[config.mk]
export PLATFORM = sky130hd
export DESIGN_NAME = freq_scan_ctrl
export DESIGN_NICKNAME = d
export VERILOG_FILES = /design/src/rtl/freq_scan_ctrl_pkg.sv /design/src/rtl/freq_scan_ctrl_freq_m.sv /design/src/rtl/freq_scan_ctrl.sv
export SDC_FILE = /design/constraint.sdc
export NUM_CORES = 1
export LEC_CHECK = 0
export BUFFER_PORTS_ARGS = -buffer_cell sky130_fd_sc_hd__buf_2
export CAP_MARGIN = 20
export CORE_UTILIZATION = 57
export CTS_BUF_LIST = sky130_fd_sc_hd__clkbuf_4
export CTS_CLUSTER_DIAMETER = 100
export DETAILED_ROUTE_END_ITERATION = 16
export PLACE_DENSITY = 0.78
export RECOVER_POWER = 100
export SYNTH_ARGS = -nofsm -noshare
export SYNTH_HDL_FRONTEND = slang
export SYNTH_HIERARCHICAL = 1
export SYNTH_SLANG_ARGS = --single-unit
[constraint.sdc]
create_clock -name clk -period 10.1 [get_ports clk]
set_input_delay 2.525 -clock clk [delete_from_list [all_inputs] [get_ports clk]]
set_output_delay 2.525 -clock clk [all_outputs]
set_load 0.02 [all_outputs]
[src/rtl/freq_scan_ctrl_pkg.sv]
// Shared widths, defaults and scan-controller state encoding for the
// frequency scan controller and its measurement engine.
package freq_scan_ctrl_pkg;

  localparam int FREQ_SCAN_NCH  = 8;
  localparam int FREQ_CNT_NBIT  = 8;
  localparam int FREQ_TO_NBIT   = 12;
  localparam int FREQ_DATA_NBIT = 16;

  typedef enum logic [2:0] {
    FSC_IDLE  = 3'd0,
    FSC_SEL   = 3'd1,
    FSC_START = 3'd2,
    FSC_WAIT  = 3'd3,
    FSC_STORE = 3'd4,
    FSC_DONE  = 3'd5
  } fsc_state_e;

endpackage

[src/rtl/freq_scan_ctrl_freq_m.sv]
// Frequency-measurement engine: counts clock cycles spanned by i_cnt rising
// edges of a synchronised input, with a per-run timeout. done is a level.
module freq_m
  import freq_scan_ctrl_pkg::*;
(
  input  logic                      clk,
  input  logic                      rst,
  input  logic                      start,
  input  logic                      i_io,
  input  logic [FREQ_CNT_NBIT-1:0]  i_cnt,
  input  logic [FREQ_TO_NBIT-1:0]   i_timeout,
  output logic [FREQ_DATA_NBIT-1:0] o_freq,
  output logic [FREQ_CNT_NBIT-1:0]  o_cnt,
  output logic                      o_err,
  output logic                      done
);

  logic [2:0]                sync_q;
  logic                      run_q;
  logic                      armed_q;
  logic                      done_q;
  logic                      err_q;
  logic [FREQ_DATA_NBIT-1:0] freq_q;
  logic [FREQ_CNT_NBIT-1:0]  cnt_q;
  logic [FREQ_TO_NBIT-1:0]   to_q;
  logic                      rise;
  logic [FREQ_CNT_NBIT:0]    cnt_inc;

  assign rise    = sync_q[1] & ~sync_q[2];
  assign cnt_inc = {1'b0, cnt_q} + {{FREQ_CNT_NBIT{1'b0}}, 1'b1};

  // The first edge only arms the cycle counter; later edges are counted.
  always_ff @(posedge clk or posedge rst) begin
    if (rst) begin
      sync_q  <= '0;
      run_q   <= 1'b0;
      armed_q <= 1'b0;
      done_q  <= 1'b0;
      err_q   <= 1'b0;
      freq_q  <= '0;
      cnt_q   <= '0;
      to_q    <= '0;
    end else begin
      sync_q <= {sync_q[1:0], i_io};
      if (start) begin
        run_q   <= 1'b1;
        armed_q <= 1'b0;
        done_q  <= 1'b0;
        err_q   <= 1'b0;
        freq_q  <= '0;
        cnt_q   <= '0;
        to_q    <= '0;
      end else if (run_q) begin
        if (to_q >= i_timeout) begin
          err_q  <= 1'b1;
          done_q <= 1'b1;
          run_q  <= 1'b0;
        end else begin
          to_q <= to_q + FREQ_TO_NBIT'(1);
          if (armed_q) freq_q <= freq_q + FREQ_DATA_NBIT'(1);
          if (rise) begin
            if (!armed_q) begin
              armed_q <= 1'b1;
            end else begin
              cnt_q <= cnt_inc[FREQ_CNT_NBIT-1:0];
              if (cnt_inc >= {1'b0, i_cnt}) begin
                done_q <= 1'b1;
                run_q  <= 1'b0;
              end
            end
          end
        end
      end
    end
  end

  assign o_freq = freq_q;
  assign o_cnt  = cnt_q;
  assign o_err  = err_q;
  assign done   = done_q;

endmodule

[src/rtl/freq_scan_ctrl.sv]
// Multi-channel scan controller: walks the enabled channels lowest-first,
// time-sharing one freq_m engine, and stores a result per channel.
module freq_scan_ctrl
  import freq_scan_ctrl_pkg::*;
#(
  parameter int NCH     = FREQ_SCAN_NCH,
  parameter int CH_NBIT = 3,
  parameter int SETTLE  = 4
) (
  input  logic                      clk,
  input  logic                      rst,
  input  logic                      start,
  input  logic                      abort,
  input  logic [NCH-1:0]            i_mask,
  input  logic [FREQ_CNT_NBIT-1:0]  i_cnt,
  input  logic [FREQ_TO_NBIT-1:0]   i_timeout,
  input  logic [NCH-1:0]            i_io,
  input  logic [CH_NBIT-1:0]        i_rd_ch,
  output logic [FREQ_DATA_NBIT-1:0] o_freq,
  output logic [FREQ_CNT_NBIT-1:0]  o_cnt,
  output logic [NCH-1:0]            o_err_mask,
  output logic                      o_busy,
  output logic                      done
);

  localparam int DW = $clog2(SETTLE + 1);

  fsc_state_e                state_q, state_d;
  logic [NCH-1:0]            pend_q, pend_d;
  logic [CH_NBIT-1:0]        ch_q, ch_d;
  logic [DW-1:0]             dwell_q, dwell_d;
  logic                      busy_q, busy_d;
  logic                      done_q, done_d;
  logic [FREQ_CNT_NBIT-1:0]  cnt_lat_q;
  logic [FREQ_TO_NBIT-1:0]   to_lat_q;
  logic                      eng_done_prev_q;
  logic [FREQ_DATA_NBIT-1:0] freq_q [NCH];
  logic [FREQ_CNT_NBIT-1:0]  cnt_q  [NCH];
  logic [NCH-1:0]            err_q;
  logic [FREQ_DATA_NBIT-1:0] rb_freq_q;
  logic [FREQ_CNT_NBIT-1:0]  rb_cnt_q;

  logic                      eng_start;
  logic                      clr_res;
  logic                      store_res;
  logic [CH_NBIT-1:0]        lsb_idx;
  logic                      io_sel;
  logic [FREQ_DATA_NBIT-1:0] eng_freq;
  logic [FREQ_CNT_NBIT-1:0]  eng_cnt;
  logic                      eng_err;
  logic                      eng_done;

  assign io_sel = i_io[ch_q];

  always_comb begin
    lsb_idx = '0;
    for (int i = NCH - 1; i >= 0; i--) begin
      if (pend_q[i]) lsb_idx = CH_NBIT'(i);
    end
  end

  // SEL spends one cycle picking the channel, then SETTLE cycles of dwell.
  always_comb begin
    state_d   = state_q;
    pend_d    = pend_q;
    ch_d      = ch_q;
    dwell_d   = dwell_q;
    busy_d    = busy_q;
    done_d    = done_q;
    eng_start = 1'b0;
    clr_res   = 1'b0;
    store_res = 1'b0;
    case (state_q)
      FSC_IDLE: begin
        if (start) begin
          pend_d  = i_mask;
          dwell_d = '0;
          busy_d  = 1'b1;
          done_d  = 1'b0;
          clr_res = 1'b1;
          state_d = FSC_SEL;
        end
      end
      FSC_SEL: begin
        if (pend_q == '0) begin
          state_d = FSC_DONE;
        end else begin
          if (dwell_q == '0) ch_d = lsb_idx;
          if (dwell_q == DW'(SETTLE)) state_d = FSC_START;
          else dwell_d = dwell_q + DW'(1);
        end
      end
      FSC_START: begin
        eng_start = 1'b1;
        state_d   = FSC_WAIT;
      end
      FSC_WAIT: begin
        if (eng_done && !eng_done_prev_q) state_d = FSC_STORE;
      end
      FSC_STORE: begin
        store_res    = 1'b1;
        pend_d[ch_q] = 1'b0;
        dwell_d      = '0;
        state_d      = FSC_SEL;
      end
      FSC_DONE: begin
        done_d  = 1'b1;
        busy_d  = 1'b0;
        state_d = FSC_IDLE;
      end
      default: state_d = FSC_IDLE;
    endcase
    if (abort && state_q != FSC_IDLE) begin
      state_d   = FSC_IDLE;
      busy_d    = 1'b0;
      done_d    = 1'b0;
      eng_start = 1'b0;
      store_res = 1'b0;
    end
  end

  always_ff @(posedge clk or posedge rst) begin
    if (rst) begin
      state_q         <= FSC_IDLE;
      pend_q          <= '0;
      ch_q            <= '0;
      dwell_q         <= '0;
      busy_q          <= 1'b0;
      done_q          <= 1'b0;
      cnt_lat_q       <= '0;
      to_lat_q        <= '0;
      eng_done_prev_q <= 1'b0;
    end else begin
      state_q         <= state_d;
      pend_q          <= pend_d;
      ch_q            <= ch_d;
      dwell_q         <= dwell_d;
      busy_q          <= busy_d;
      done_q          <= done_d;
      eng_done_prev_q <= eng_done;
      if (clr_res) begin
        cnt_lat_q <= i_cnt;
        to_lat_q  <= i_timeout;
      end
    end
  end

  always_ff @(posedge clk or posedge rst) begin
    if (rst) begin
      for (int i = 0; i < NCH; i++) begin
        freq_q[i] <= '0;
        cnt_q[i]  <= '0;
      end
      err_q     <= '0;
      rb_freq_q <= '0;
      rb_cnt_q  <= '0;
    end else begin
      if (clr_res) begin
        for (int i = 0; i < NCH; i++) begin
          freq_q[i] <= '0;
          cnt_q[i]  <= '0;
        end
        err_q <= '0;
      end else if (store_res) begin
        freq_q[ch_q] <= eng_freq;
        cnt_q[ch_q]  <= eng_cnt;
        err_q[ch_q]  <= eng_err;
      end
      if (int'(i_rd_ch) < NCH) begin
        rb_freq_q <= freq_q[i_rd_ch];
        rb_cnt_q  <= cnt_q[i_rd_ch];
      end else begin
        rb_freq_q <= '0;
        rb_cnt_q  <= '0;
      end
    end
  end

  freq_m u_eng (
    .clk       (clk),
    .rst       (rst),
    .start     (eng_start),
    .i_io      (io_sel),
    .i_cnt     (cnt_lat_q),
    .i_timeout (to_lat_q),
    .o_freq    (eng_freq),
    .o_cnt     (eng_cnt),
    .o_err     (eng_err),
    .done      (eng_done)
  );

  assign o_freq     = rb_freq_q;
  assign o_cnt      = rb_cnt_q;
  assign o_err_mask = err_q;
  assign o_busy     = busy_q;
  assign done       = done_q;

endmodule
-- Word level (Yosys, flattened, before mapping)
Cells that the tools add are included.
- bits of input ports: 43
- logic and storage cells: 184
- flip-flop bits (word level): 307
- reduce and logical (&&, ||, !) cells: 31
- bitwise gates (word level): 7
- magnitude comparators: 7
- add/subtract/negate cells: 4
- mux-type cells: 86
- eq/ne operators: 13
- operator list (cell ; count):
    $mux 128 ; 2
    $bwmux 128 ; 1
    $mux 64 ; 2
    $mux 16 ; 7
    $mux 8 ; 11
    $bwmux 64 ; 1
    $bmux 16 s3 ; 1
    $demux 16 s3 ; 1
    $mux 3 ; 16
    $mux 12 ; 3
    $mux 1 ; 31
    $bmux 8 s3 ; 1
    $demux 8 s3 ; 1
    $reduce_bool 3->1 ; 6
    $add 16x1->16 const B ; 1
    $pmux 8 s2 ; 1
    $pmux 3 s5 ; 1
    $add 12x1->12 const B ; 1
    $ge 12x12->1 ; 1
    $reduce_and 3->1 ; 4
    $reduce_and 4->1 ; 3
    $reduce_bool 2->1 ; 6
    $add 8x1->9 const B ; 1
    $eq 3x3->1 const B ; 3
    other kinds (26) ; 42

-- Longest topological paths before layout
Gate-level depths: netlist (run 1).
- word-level depth: 8
- mapped depth: 10
- depth with buffers taken out: 9

-- Modules after synthesis
The synthesis (run 1) kept the hierarchy.
- modules (own cells, without submodules) (module ; instances ; cells each ; area an instance (sq um)):
    freq_scan_ctrl ; 1 ; 1223 ; 11977.7
    freq_m ; 1 ; 298 ; 2708.8

-- Least setup slack after synthesis (run 1)
OpenSTA, ideal clock, no wires.
- path kind: input to register
- start point: in i_rd_ch[0]
- end point: reg, netlist name o_cnt[0]
- setup time: 0.125 ns
- stages: 4
- path slack: 6.093 ns
- arrival time: 3.883 ns
- cells stage by stage: buf_2 buf_2 mux4_2 mux2_2
- RTL lines (item ; RTL line ; text):
    from (decl) ; freq_scan_ctrl.sv:18 ; input logic [CH_NBIT-1:0] i_rd_ch,

-- Final worst setup path (run 1)
- start point: in start
- end point: reg freq_q[41] (netlist bit)
- word-level cells in the longest chain between the ends: 3
- RTL lines (item ; RTL line ; text):
    from (decl) ; freq_scan_ctrl.sv:12 ; input logic start,
    $mux 1 (*) ; freq_scan_ctrl.sv:75 ; if (start) begin
    $mux 1 (*) ; freq_scan_ctrl.sv:73 ; case (state_q)
    $mux 128 / $reduce_bool 2->1 (equally long branches) ; -- ;
    to (signal, indexed assignment) ; freq_scan_ctrl.sv:165 ; freq_q[ch_q] <= eng_freq;
    to (decl) ; freq_scan_ctrl.sv:37 ; logic [FREQ_DATA_NBIT-1:0] freq_q [NCH];
Every way passes the cells marked *; elsewhere a longest branch is shown, timed or not.
A chain may end at the register's enable or synchronous reset.

==> results of run 1 <==
[how the worst max path moves through the flow]
stage	end	slack, ns	cells past startpoint
2_1_floorplan	ch_q[0]	0.31	1
3_3_place_gp	freq_q[28]	5.13	6
3_5_place_dp	freq_q[41]	5.05	6
4_1_cts	freq_q[41]	5.73	6
5_1_grt	freq_q[56]	2.86	6
6_report	freq_q[41]	3.18	6
[per-layer routing]
metal	global-route usage [%]	wire [um]	vias up
met5	0	0	-
met4	9.05	463	0
met3	5.76	2720	47
met2	41.8	15600	438
met1	35.7	14000	5410
li1	-	-	5272
[where the power goes]
group	total, mW	internal (mW)	switching, mW
Sequential	1.62	1.37	0.249
Combinational	0.691	0.247	0.444
Clock	1.06	0.570	0.491
[placed cells by master, fill, tap and decap left out, types with 13 or more instances in the layout]
cell / netlist / final
ha_1: 25 / 25
o31ai_1: 13 / 13
nand2_1: 476 / 477
mux4_2: 48 / 48
dfrtp_1: 307 / 307
buf_2: 27 / 38
mux2_2: 26 / 19
a21oi_1: 46 / 46
clkbuf_1: 61 / 46
or3_1: 13 / 13
inv_1: 35 / 34
clkbuf_4: 0 / 108
nor2_1: 47 / 46
o21ai_0: 172 / 178
mux2i_1: 15 / 15
nand3_1: 60 / 60
[critical path: stages]
cell      delay (ns)
clkbuf_1        0.13
nand2_1         1.14
clkbuf_1        2.19
buf_4           1.04
nand2_1         0.14
o21ai_0         0.22
[cell families (layout without fill, tap and decap cells)]
logic type / count (synthesis) / count (layout)
AOI/OAI and AO/OA: 268 / 268
buffers and inverters: 157 / 255
and+or+nand+nor: 658 / 658
muxes: 89 / 89
other: 0 / 2
DFF: 307 / 307
adders and majority gates: 26 / 26
xor gates and xnor gates: 16 / 16
[metrics by stage]
step                utilization [%]  hold slack (ns)
global route                   63.2            0.368
detailed placement             59.6            0.348
CTS                            63.5            0.356
floorplan                         -            0.331
finish                         63.2            0.355
global placement               59.5            0.335
[sequential cells by signal (all words and copies together) (netlist names), 12 cells and up]
| register | flops |
|---|---|
| to_lat_q | 12 |
| u_eng/to_q | 12 |
| cnt_q | 64 |
| o_freq | 16 |
| u_eng/o_freq | 16 |
| freq_q | 128 |
[layout make-up]
class	count	area share [%]
clock buffer	108	5.08
multi-input combinational	1057	39.3
inverter	35	0.831
tap	330	2.59
antenna	2	0.0313
clock inverter	21	1.10
sequential	307	48.1
timing repair buffer	91	2.96
==> results.py, run 1 <==
metrics = {
    "run_status": {
        "status": "finished, violations left",
        "violations": "max-capacitance violations, max-slew violations",
    },
    "worst_setup_path": {
        "path_max_fanout": 96,
        "cp_data_required_time_ns": 10.62,
        "critPathLaunchType": "primary input",
        "path_class": "primary input to flop",
        "r2r-start": "state_q[2]",
        "r2r_cells": 6,
        "critPathLaunch": "start",
        "cp.arrival_ns": 7.44,
        "ff2ff_setup_slack_ns": 4.43,
        "worstReg2RegEnd": "freq_q[41]",
        "cp-end-kind": "flop",
    },
    "global_route": {
        "grt_pass1_wl_um": 55200,
        "grt_usage_pct": 26.2,
        "grt_start_max_net_pins": 162,
        "grt_antenna_before_repair": 1,
        "grt_pass1_vias": 11300,
        "grt_overflow": 0,
    },
    "logic_synthesis": {
        "synth_nets": 1589,
        "synth_edf_count": 0,
        "synthArstFlopShare_pct": 100,
        "synthSimpleGateAreaFrac_pct": 18.9,
        "synth_seq_cells": 307,
        "synth_top_family_by_area": "simple AND/OR/NAND/NOR gates",
        "synth_cell_types": 60,
        "ys_seq_area_share_pct": 52.3,
        "yosys-mux-area-fraction_pct": 10.4,
        "synth-xor-area-share_pct": 0.954,
        "synth.top_cell.area_share_pct": 52.3,
        "ys.flop_type": "dfrtp_1",
        "synth_commonest_cells": "476 x nand2_1, 307 x dfrtp_1, 172 x o21ai_0, 61 x clkbuf_1, 60 x nand3_1",
        "synth_area_um2": 14700,
        "syn_inst": 1521,
        "yosysTopAreaCell": "dfrtp_1",
        "synthAdderAreaFrac_pct": 2.20,
        "synth-compound-area-share_pct": 10.3,
        "netlist_top_cells_area": "dfrtp_1 52%, nand2_1 12%, mux4_2 7.4%, o21ai_0 5.9%, ha_1 2.1%",
        "yosys_warnings": 6,
        "synth_most_common_cell": "nand2_1",
        "syn_avg_cell_area_um2": 9.66,
    },
    "clock_tree": {
        "cts_sinks": 307,
        "postCtsSetupRepairBufs": 0,
        "tritoncts": "built",
        "cts_resized": 0,
        "ctsHoldBuffers": 0,
        "clock_path_buffers": 3,
        "root_buffer": "clkbuf_4",
        "clkSlewWorstSetupHoldPaths_ns": 0.06,
        "htree_levels": 3,
        "clock_latency_ns": 0.70,
        "cts_buffers": 79,
    },
    "routing": {
        "wl_per_cell_um": 16.8,
        "drtAntennaViolNets": 0,
        "via_per_inst": 5.72,
        "routed_wl_um": 32800,
        "route.vias.total": 11200,
        "first_iter_violations": 981,
        "drc": 0,
        "dr.pass1.iters": 5,
    },
    "sta": {
        "tns_ns": 0,
        "timing.final.crit_share_pct": 68.5,
        "slew_viol_final": 598,
        "rsz0062_at_grt": "no",
        "worst_pin_slew_ns": 4.62,
        "finClkSkew_ns": 0.0685,
        "setup_violations": 0,
        "post-route-min-period_ns": 6.92,
        "hold_viol_final": 0,
        "fmax_ghz": 0.145,
        "fin_ws_ns": 3.18,
        "max_slew_margin_pct": -208,
    },
    "floorplanning": {
        "num_rows": 58,
        "coreArea_um2": 25300,
        "initial_core_util_pct": 58.2,
        "die_h_um": 163,
        "die-area_um2": 26400,
        "io_pins": 77,
        "die_w_um": 163,
    },
    "placed_design": {
        "placement.cell_area_um2": 15100,
        "dp.cells": 1816,
        "io_buffers": 76,
        "pre_cts_ws_ns": 5.05,
        "dp_hpwl_um": 19200,
        "routabilityCongestion": 0.824,
    },
    "power_and_ir_drop": {
        "leakage_nw": 7.31,
        "p_per_area_nw_per_um2": 211,
        "finalPower_mw": 3.37,
        "vdd_drop_max_mv": 0.134,
    },
    "min_path": {
        "hp-class": "flop to flop",
        "hold_end": "u_eng/sync_q[2]",
        "hold_depth": 0,
        "min_from": "u_eng/sync_q[1]",
    },
    "cells_and_area": {
        "multi_input_area_um2": 6280,
        "fin_area_um2": 16000,
        "layout-drive-gt1-share_pct": 15.4,
        "area_growth_pct": 8.72,
        "finalNonFillerCells": 1951,
        "final-seq-area_um2": 7680,
        "layout.nets": 1639,
        "fillers": 2083,
    },
    "flow_run": {
        "maxCapViolCount": 12,
    },
}
No activity file was read; power rests on OpenSTA's default activity.
==> run 2: changes to the inputs <==
- clock period: 10.1 -> 6.04 ns (I/O delays scaled with it)
==> run 2 against run 1 <==
The flow still finishes with violations (max-capacitance violations, max-slew violations). Sequential share of layout area rose by 0.098 points. Clock power up 72%. Critical path depth is 1 higher. Critical path type unchanged. Combinational power grew 65%. Sequential power rose by 67%. Critical endpoint is now cnt_q[48]. Non-clock buffer count unchanged.
==> results.py, run 2 (synthesis gave the netlist of run 1 again) <==
metrics = {
    "power_and_ir_drop": {
        "pwr-share-seq_pct": 47.8,
        "finalPower_mw": 5.67,
        "vdd_drop_max_mv": 0.267,
        "p_sw_share_pct": 34.6,
        "p_per_area_nw_per_um2": 356,
        "p_int_mw": 3.71,
        "clkPwrFrac_pct": 32.1,
        "leakage_nw": 7.35,
        "p_sw_mw": 1.96,
        "combPwrFrac_pct": 20.1,
    },
    "routing": {
        "route.vias.total": 11200,
        "wl_per_cell_um": 16.9,
        "wl_met1_um": 14400,
        "dr_wl_met3_um": 2250,
        "routed_wl_um": 33000,
        "top_layer": "met4",
        "dr.pass1.iters": 6,
        "route.met2.wl_um": 15600,
        "drc": 0,
        "via_per_inst": 5.75,
        "drtAntennaViolNets": 0,
        "first_iter_violations": 1141,
    },
    "placed_design": {
        "dp_hpwl_um": 19600,
        "routabilityCongestion": 0.811,
        "io_buffers": 76,
    },
    "worst_setup_path": {
        "slowest_delay_ns": 1.35,
        "worstReg2RegEnd": "cnt_q[48]",
        "path_max_fanout": 39,
        "slowest_stage": "clkbuf_1",
        "ff2ff_setup_slack_ns": 2.21,
        "cp.arrival_ns": 4.75,
        "critPathLaunch": "abort",
        "r2r_cells": 6,
        "cp_data_required_time_ns": 6.51,
        "cp-end-kind": "flop",
        "path_class": "primary input to flop",
        "crit_path_end": "cnt_q[48]",
        "r2r-start": "state_q[1]",
        "critPathLaunchType": "primary input",
        "crit_path_cell_trace": "clkbuf_1 -> nor3_1 -> nand2_1 -> nor2_1 -> clkbuf_1 -> mux2i_1 -> nor2_1",
    },
    "clock_tree": {
        "htree_levels": 3,
        "cts_buffers": 81,
        "tritoncts": "built",
        "clock_latency_ns": 0.72,
        "root_buffer": "clkbuf_4",
        "cts_sinks": 307,
        "cts_resized": 0,
        "clock_path_buffers": 3,
        "clkSlewWorstSetupHoldPaths_ns": 0.08,
        "postCtsSetupRepairBufs": 0,
        "ctsHoldBuffers": 0,
    },
    "run_status": {
        "status": "finished, violations left",
        "violations": "max-capacitance violations, max-slew violations",
    },
    "global_route": {
        "grt_start_max_net_pins": 110,
        "grt_pass1_vias": 11000,
        "grt_antenna_before_repair": 1,
        "grt_usage_pct": 26.5,
        "grt_pass1_wl_um": 55400,
        "grt_overflow": 0,
    },
    "sta": {
        "fmax_ghz": 0.234,
        "post-route-min-period_ns": 4.28,
        "hold_viol_final": 0,
        "worst_pin_slew_ns": 2.47,
        "rsz0062_at_grt": "no",
        "finClkSkew_ns": 0.0639,
        "tns_ns": 0,
        "setup_violations": 0,
        "max_slew_margin_pct": -65.0,
        "slew_viol_final": 475,
        "timing.final.crit_share_pct": 70.8,
    },
    "cells_and_area": {
        "regMostFlops": "freq_q",
        "layout_common_cells": "476 x nand2_1, 307 x dfrtp_1, 180 x o21ai_0, 116 x clkbuf_4, 60 x nand3_1",
        "layout.cells.most_common": "nand2_1",
        "largest_reg_flops": 128,
        "largestRegisters": "freq_q (128), cnt_q (64)",
        "layout.nets": 1641,
        "area_growth_pct": 8.50,
        "layout-drive-gt1-share_pct": 15.8,
    },
    "min_path": {
        "hp-class": "flop to flop",
    },
    "flow_run": {
        "maxCapViolCount": 11,
    },
    "floorplanning": {
        "num_rows": 58,
        "die_w_um": 163,
        "coreArea_um2": 25300,
        "die_h_um": 163,
        "io_pins": 77,
        "initial_core_util_pct": 58.2,
        "die-area_um2": 26400,
    },
}
run 2: cell count changes in the layout (fill, tap and decap cells not counted), moves of 2 or more:
cell,previous run,this run
mux2_1,7,4
o21ai_0,178,180
o21ai_2,2,0
clkbuf_1,46,43
mux2_2,19,22
clkbuf_4,108,116
clkinv_1,12,8
clkbuf_2,0,2
run 2: power groups by stage:
stage | Sequential [mW] | Clock [mW] | Combinational (mW)
after floorplan | 2.50 | 0 | 1.15
after CTS | 2.71 | 1.87 | 1.19
after global placement | 2.74 | 0 | 1.14
after detailed placement | 2.75 | 0 | 1.18
final | 2.71 | 1.82 | 1.14
after global routing | 2.77 | 1.97 | 1.31
run 2: final cells by class:
cell class | count | area [um^2]
Sequential cell | 307 | 7680
Fill cell | 2100 | 9320
Timing Repair Buffer | 91 | 464
Clock inverter | 16 | 153
Antenna cell | 1 | 2.50
Multi-Input combinational cell | 1057 | 6220
Inverter | 35 | 133
Clock buffer | 116 | 871
Tap cell | 330 | 413
run 2: metal layers:
layer  vias to the layer above  global-route usage (%)
met5                         -                       0
met4                         0                    9.95
met3                        61                    4.86
met2                       398                    40.5
met1                      5469                    38.0
li1                       5302                       -
run 2: worst min-delay path by stage:
stage	depth (start not counted)	startpoint	slack, ns	end
after floorplan	0	u_eng/sync_q[0]	0.33	u_eng/sync_q[1]
after global placement	0	u_eng/sync_q[0]	0.34	u_eng/sync_q[1]
after detailed placement	0	u_eng/sync_q[0]	0.34	u_eng/sync_q[1]
after CTS	0	u_eng/sync_q[0]	0.37	u_eng/sync_q[1]
after global routing	0	u_eng/sync_q[0]	0.39	u_eng/sync_q[1]
final	0	u_eng/sync_q[0]	0.36	u_eng/sync_q[1]
run 2: critical path: cells and delay by family:
family / cells / cell delay [ns]
buf+inv: 2 / 1.51
simple gates: 4 / 1.41
mux: 1 / 0.30
run 2: stage by stage:
step                      utilization (%)  hold slack [ns]  instance area, um^2  setup WS (ns)  std cells
after floorplan                         -            0.331                14700           1.05       1521
after global placement               59.6            0.339                15100           2.39       1816
after detailed placement             59.6            0.340                15100           2.35       1816
after CTS                            63.7            0.373                16100           3.09       1948
after global routing                 63.1            0.385                15900           1.48       1953
final                                63.1            0.355                15900           1.76       1953
